[config.mk]
export PLATFORM = sky130hd
export DESIGN_NAME = regfile_wb_sink
export DESIGN_NICKNAME = d
export VERILOG_FILES = /design/src/rtl/regfile_wb_sink.sv
export SDC_FILE = /design/constraint.sdc
export NUM_CORES = 1
export LEC_CHECK = 0
export BUFFER_PORTS_ARGS = -buffer_cell sky130_fd_sc_hd__buf_2
export CELL_PAD_IN_SITES_DETAIL_PLACEMENT = 0
export CELL_PAD_IN_SITES_GLOBAL_PLACEMENT = 1
export CORE_MARGIN = 3
export CORE_UTILIZATION = 40
export DETAILED_ROUTE_END_ITERATION = 7
export PLACE_DENSITY = 0.65
export SYNTH_ARGS = -nofsm -noshare
export SYNTH_HDL_FRONTEND = slang
export SYNTH_SLANG_ARGS = --single-unit
[constraint.sdc]
create_clock -name clk -period 6.3 [get_ports clk]
set_input_delay 0 -clock clk [delete_from_list [all_inputs] [get_ports clk]]
set_output_delay 0 -clock clk [all_outputs]
set_load 0.01 [all_outputs]
[src/rtl/regfile_wb_sink.sv]
// Register-file write sink: 32x32 GPR bank cleared by a post-reset sweep, plus a
// small resettable system bank. Define WB_BYPASS_EN for write-first read forwarding.
module regfile_wb_sink #(
  parameter int          SYS_AW      = 3,
  parameter logic [31:0] SYS_RST_VAL = 32'h0000_0000
) (
  input  logic              clk,
  input  logic              reset,
  input  logic              RegW_en,
  input  logic              RegW_en_System,
  input  logic [4:0]        RegD,
  input  logic [31:0]       WriteData,
  input  logic [4:0]        ra1,
  input  logic [4:0]        ra2,
  input  logic [SYS_AW-1:0] sys_ra,
  output logic [31:0]       rd1,
  output logic [31:0]       rd2,
  output logic [31:0]       sys_rd,
  output logic              ready
);

  localparam int NUM_SYS = 2 ** SYS_AW;

  typedef enum logic {CLEAR, RUN} state_e;

  state_e            state_q;
  logic [4:0]        idx_q;
  logic [4:0]        idx_d;
  logic              ready_q;
  logic [31:0]       gpr_q [32];
  logic [31:0]       sys_q [NUM_SYS];

  logic              gpr_we;
  logic              sys_we;
  logic [SYS_AW-1:0] sys_wa;

  // Writes commit only in RUN and never on a reset edge; r0 is never stored.
  assign sys_wa = RegD[SYS_AW-1:0];
  assign gpr_we = RegW_en && (RegD != 5'd0) && (state_q == RUN) && !reset;
  assign sys_we = RegW_en_System && (state_q == RUN) && !reset;
  assign idx_d  = idx_q + 5'd1;
  assign ready  = ready_q;

  always_ff @(posedge clk) begin
    if (reset) begin
      state_q <= CLEAR;
      idx_q   <= 5'd0;
      ready_q <= 1'b0;
      for (int i = 0; i < NUM_SYS; i++) begin
        sys_q[i] <= SYS_RST_VAL;
      end
    end else begin
      case (state_q)
        CLEAR: begin
          gpr_q[idx_q] <= 32'h0;
          idx_q        <= idx_d;
          if (idx_q == 5'd31) begin
            state_q <= RUN;
            ready_q <= 1'b1;
          end
        end
        RUN: begin
          if (gpr_we) begin
            gpr_q[RegD] <= WriteData;
          end
          if (sys_we) begin
            sys_q[sys_wa] <= WriteData;
          end
        end
        default: begin
          state_q <= CLEAR;
          idx_q   <= 5'd0;
          ready_q <= 1'b0;
        end
      endcase
    end
  end

  // GPR reads are forced to zero during the sweep since the array is not yet cleared.
  always_comb begin
    rd1 = 32'h0;
    rd2 = 32'h0;
    if (state_q == RUN && ra1 != 5'd0) begin
      rd1 = gpr_q[ra1];
    end
    if (state_q == RUN && ra2 != 5'd0) begin
      rd2 = gpr_q[ra2];
    end
`ifdef WB_BYPASS_EN
    if (gpr_we && RegD == ra1) begin
      rd1 = WriteData;
    end
    if (gpr_we && RegD == ra2) begin
      rd2 = WriteData;
    end
`endif
  end

  always_comb begin
    sys_rd = sys_q[sys_ra];
`ifdef WB_BYPASS_EN
    if (sys_we && sys_wa == sys_ra) begin
      sys_rd = WriteData;
    end
`endif
  end

endmodule

==> metrics.cfg, run 1 <==
[outcome]
status=complete, no violations

[synth]
yosysWarnings=0
syn_inst=3600
syn_avg_cell_area_um2=16.6
postSynth.asyncResetShare=0
yosys.area.top_type_share=0.644
netlist_area_mm2=0.0597
synth_seq_area_share=0.646
synth-edff-count=1280
synth_area_leaders=edfxtp_1 (64%), mux4_2 (12%), mux2i_1 (8.8%), and2_1 (3.1%), a22oi_1 (2.9%)
synth_cell_type_count=50
synth-main-ff-cell=edfxtp_1
synth-seq-cells=1287
yosys.area.top_type=edfxtp_1
syn_nets=3656

[critical_path]
worst_setup_path_end_kind=output port
r2r-start=state_q$_SDFF_PP0_
worstSetupPathType=reg2out
worst_setup_path_start_kind=flop
startpoint=state_q$_SDFF_PP0_
worstPathRequired_ns=6.30
crit_fanout=25
cp_data_arrival_time_ns=3.89

[timing]
rsz0062_at_grt=no
hold_viol=0
fin_crit_sh=0.617
fmax_ghz=0.257
timing.slew.headroom=0.145
setup_tns_ns=0
fin_crit_ns=3.89
tightest_slew_ns=1.28
slew_violations=0
skew_ns=0.0206
setup_viol=0
fin_ws_ns=2.41

[min_path]
min_path_type=in2reg
min_from=RegD[0]

[clock_tree]
cts-root-buf=clkbuf_16
cts_sinks=1287
clock_latency_ns=0.78
cts_buffers=141
h-tree-depth=4
ctsResizeCount=0
clk_pin_slew_worst_paths_ns=0.06
clock_path_buffers=3
cts_tree=built

[die]
ios=151
design.die.area_mm2=0.154
rows=141
dieWidth_um=392
coreArea_mm2=0.148
die_h_um=392
initial_core_util=0.403

[run]
maxCapViolations=0

[placed_design]
pre_cts_ws_ns=2.53
port_buffers=150
place_congestion=0.825
place_hpwl_mm=112
place_inst=5505

[grt]
grt_usage=0.256
grt_pass1_wl_mm=277
gr-total-overflow=0
antenna_found_initial=13
grt_pass1_vias=36200
grt_max_degree=103

[routing]
via_count=36400
drc=0
drt_iter0_drc=4738
wl_per_cell_um=33.9
drt_pass1_iterations=6
ant_nets=0
viasPerCell=6.26
finalWirelength_mm=197

[final_layout]
nNetsFinal=3808
filler_cell_count=12800
syn2layout_area_growth_pct=13.2
utilization=0.457
drive_gt1_frac=0.229
stdcell_count=5808

[power]
vdd_drop_max_uv=295
power.density_mw_per_mm2=272
leakagePower_nw=22.0

synth_stat cells, types with 7 or more instances:
master and number:
a21oi_1 79, a22o_1 32, a22oi_1 228, a31oi_1 56
and2_1 294, and3_1 32, buf_1 9, buf_2 112
buf_4 24, clkbuf_1 124, clkbuf_2 12, dfxtp_1 7
edfxtp_1 1280, mux2_2 35, mux2i_1 524, mux4_2 316
nand2_1 111, nand3_1 130, nand4_1 66, nor2_1 36
nor2b_1 9, nor3_1 16, or2_2 9
critical path: stages (launching register included):
cell     delay (ns)
dfxtp_1        0.32
buf_4          0.31
nor3b_2        0.26
buf_4          0.41
and2_2         0.91
nand2_1        0.13
nand4_1        0.45
buf_2          0.23
worst paths after layout:
| kind | end | slack, ns | depth (start not counted) |
|---|---|---|---|
| max | rd1[19] | 2.41 | 7 |
| min | gpr_q[13][24]$_DFFE_PP_ | 0.08 | 4 |
| max reg2reg | gpr_q[27][10]$_DFFE_PP_ | 2.59 | 5 |
| min reg2reg | ready$_SDFFE_PP0P_ | 0.49 | 2 |
kinds of logic (layout without fill, tap and decap cells):
| kind of cell | after synthesis | in the layout | share of synthesized area |
|---|---|---|---|
| multiplexers | 875 | 875 | 0.214 |
| other | 0 | 10 | 0 |
| AO/OA/AOI/OAI | 410 | 410 | 0.0478 |
| adder cells (fa/ha/maj) | 2 | 2 | 0.000419 |
| flip-flops | 1287 | 1287 | 0.646 |
| buffers and inverters | 286 | 554 | 0.0221 |
| AND/OR/NAND/NOR | 737 | 737 | 0.0692 |
| XOR/XNOR | 3 | 3 | 0.000440 |
repair_timing:
item / CTS / global route
hold endpoints to repair: 641 / 0
hold buffers: 34 / 0
setup buffers: 0 / 0
state kept, by name (all words and copies together), names as in the netlist:
name     cells
gpr_q     1024
sys_q      256
idx_q        5
ready        1
state_q      1
layer usage:
metal | wire (µm) | track usage | up-vias | share of wire
met1 | 82300 | 0.365 | 19200 | 0.42
met5 | 17 | 0 | - | 0.000086
li1 | - | - | 15000 | -
met2 | 90500 | 0.394 | 1864 | 0.46
met4 | 6030 | 0.0827 | 2 | 0.031
met3 | 18300 | 0.0522 | 355 | 0.093
power by group:
group	switching, mW	internal, mW	total [mW]
clock network	3.47	4.41	7.89
registers	0.0368	9.41	9.45
logic	0.644	0.398	1.04
cells in the final DEF, fill, tap and decap left out, types with 4 or more instances in the layout:
cell type and count:
a31oi_1 56, clkbuf_1 29, buf_12 5, nand4_1 66, nor3b_1 4, mux4_2 316
nor2_2 7, buf_4 102, edfxtp_1 1280, a22oi_1 227, a21oi_1 77, mux2i_1 524
and2_2 5, inv_1 4, nor2_1 15, mux2_2 35, nor2b_4 8, and2_1 289
nand3_1 129, nor3_2 13, a22o_1 31, clkinv_8 5, inv_6 7, dlygate4sd3_1 34
dfxtp_1 7, or2_2 9, nor2_4 18, nor4_2 4, nand2_1 111, buf_2 143
bufinv_16 6, clkinv_2 27, clkbuf_16 142, and3_1 31, clkinv_1 37, diode_2 10
buf_8 4
per-stage QoR:
stage / hold WS [ns] / power (mW) / cell area [µm²]
after floorplan: 0.176 / 10.3 / 59700
after global placement: 0.368 / 10.7 / 62900
after detailed placement: 0.375 / 10.7 / 62900
after CTS: 0.0208 / 18.5 / 67500
after global routing: 0.0644 / 18.9 / 67600
final: 0.0835 / 18.4 / 67600
final cells by class:
type	instances	area, µm²	share of cell area
flip-flops and latches	1287	38600	0.571
multi-input cells	2027	20200	0.299
clock buffers	171	3660	0.0542
well taps	1930	2410	0.0357
repair buffers	290	2010	0.0297
clock inverters	88	669	0.00991
diodes	10	25.0	0.000370
inverters	5	18.8	0.000278
No activity file was read; power rests on OpenSTA's default activity.
==> inputs of run 2 (changes only) <==
- PLACE_DENSITY: 0.65 -> 0.67
- clock period: 6.3 -> 3.4 ns (I/O delays scaled with it)
==> run 2 against run 1 <==
Net effect:
- non-clock buffer count increased by 88
- final cell count rose by 1.2%
- sequential power grew 85%
- power grew 86%
- combinational power up 95%
- clock power grew 85%
- register-to-register slack lost 1.9 ns
- design area rose by 1.9%
- critical endpoint is now rd2[2]
- largest cell class unchanged
==> metrics.cfg, run 2 (synthesis gave the netlist of run 1 again) <==
[outcome]
status=complete, no violations

[clock_tree]
cts_setup_buffers=0
clk_pin_slew_worst_paths_ns=0.06
cts_tree=built
hold_buffers=33
clock_path_buffers=3
h-tree-depth=4
cts_sinks=1287
clock_latency_ns=0.77
cts_buffers=140
cts-root-buf=clkbuf_16
ctsResizeCount=0

[critical_path]
worstPathRequired_ns=3.40
reg2reg_depth=5
worst_setup_path_start_kind=flop
cp_data_arrival_time_ns=3.31
worst_setup_path_end_kind=output port
crit_fanout=31
worstSetupPathType=reg2out

[placed_design]
place_congestion=0.831
place_area_mm2=0.0642
port_buffers=150
place_hpwl_mm=115
pre_cts_ws_ns=0.609
place_inst=5594

[final_layout]
drive_gt1_frac=0.243
top_register=gpr_q
reg.largest.list=gpr_q (1024), sys_q (256), idx_q (5)
final_common_cell=edfxtp_1
utilization=0.465
syn2layout_area_growth_pct=15.4
final_cell_mix=edfxtp_1 (1280), mux2i_1 (524), mux4_2 (316)
design_area_mm2=0.0689
stdcell_count=5878
nNetsFinal=3895
filler_cell_count=12500
largest_reg_flops=1024

[routing]
ant_nets=0
drt_iter0_drc=4578
drc=0
drt_pass1_iterations=5
via_count=36400
finalWirelength_mm=193
viasPerCell=6.19
wl_per_cell_um=32.9

[grt]
grt_pass1_vias=36800
grt_pass1_wl_mm=273
antenna_found_initial=12
grt_max_degree=63
grt_usage=0.251
gr-total-overflow=0

[timing]
timing.slew.headroom=0.153
fin_crit_sh=0.974
fin_crit_ns=3.31
skew_ns=0.0190
hold_viol=0
setup_tns_ns=0
slew_violations=0
setup_viol=0
fmax_ghz=0.302
rsz0062_at_grt=no
fin_ws_ns=0.0878
tightest_slew_ns=1.26

[run]
maxCapViolations=0

[die]
initial_core_util=0.403
dieWidth_um=392
die_h_um=392
rows=141
ios=151
coreArea_mm2=0.148
design.die.area_mm2=0.154

[min_path]
min_path_cells=3
min_path_type=in2reg

[power]
vdd_drop_max_uv=498
power.density_mw_per_mm2=496
leakagePower_nw=22.7

## run 2: critical path, stage by stage (launching register included)
cell and delay [ns]:
dfxtp_1 0.33, buf_4 0.30, inv_2 0.12, nor4b_2 0.28
buf_4 0.70, a21oi_1 0.20, nand4_1 0.39, buf_2 0.21
## run 2: routing by layer
| layer | vias up | part of all wire | global-route usage |
|---|---|---|---|
| met3 | 328 | 0.090 | 0.0529 |
| met5 | - | 0.00024 | 0 |
| met4 | 8 | 0.028 | 0.0777 |
| met2 | 1801 | 0.47 | 0.400 |
| met1 | 19200 | 0.41 | 0.346 |
| li1 | 15100 | - | - |
## run 2: through the flow
stage                     hold WS, ns  total power [mW]
after floorplan                 0.176              19.0
after global placement          0.370              19.8
after detailed placement        0.381              19.8
after CTS                      0.0489              34.4
after global routing            0.101              35.1
final                           0.123              34.1
## run 2: path summary, 6_finish.rpt
| kind | from | endpoint | slack [ns] |
|---|---|---|---|
| worst max-delay path | state_q$_SDFF_PP0_ | rd2[2] | 0.09 |
| worst min-delay path | RegD[1] | gpr_q[29][11]$_DFFE_PP_ | 0.12 |
| worst max register to register | state_q$_SDFF_PP0_ | gpr_q[22][20]$_DFFE_PP_ | 0.66 |
| worst min register to register | ready$_SDFFE_PP0P_ | ready$_SDFFE_PP0P_ | 0.55 |
## run 2: power breakdown
group	total (mW)	internal, mW	switching, mW
logic	2.03	0.812	1.22
clock network	14.6	8.39	6.23
registers	17.5	17.4	0.0668
total	34.1	26.6	7.51
## run 2: cell type report
| class | instances | area [µm²] | area share |
|---|---|---|---|
| multi-input cells | 2027 | 20300 | 0.295 |
| inverters | 5 | 18.8 | 0.000272 |
| well taps | 1930 | 2410 | 0.0351 |
| clock buffers | 171 | 3700 | 0.0538 |
| flip-flops and latches | 1287 | 38600 | 0.560 |
| diodes | 7 | 17.5 | 0.000254 |
| repair buffers | 378 | 3250 | 0.0472 |
| clock inverters | 73 | 597 | 0.00866 |
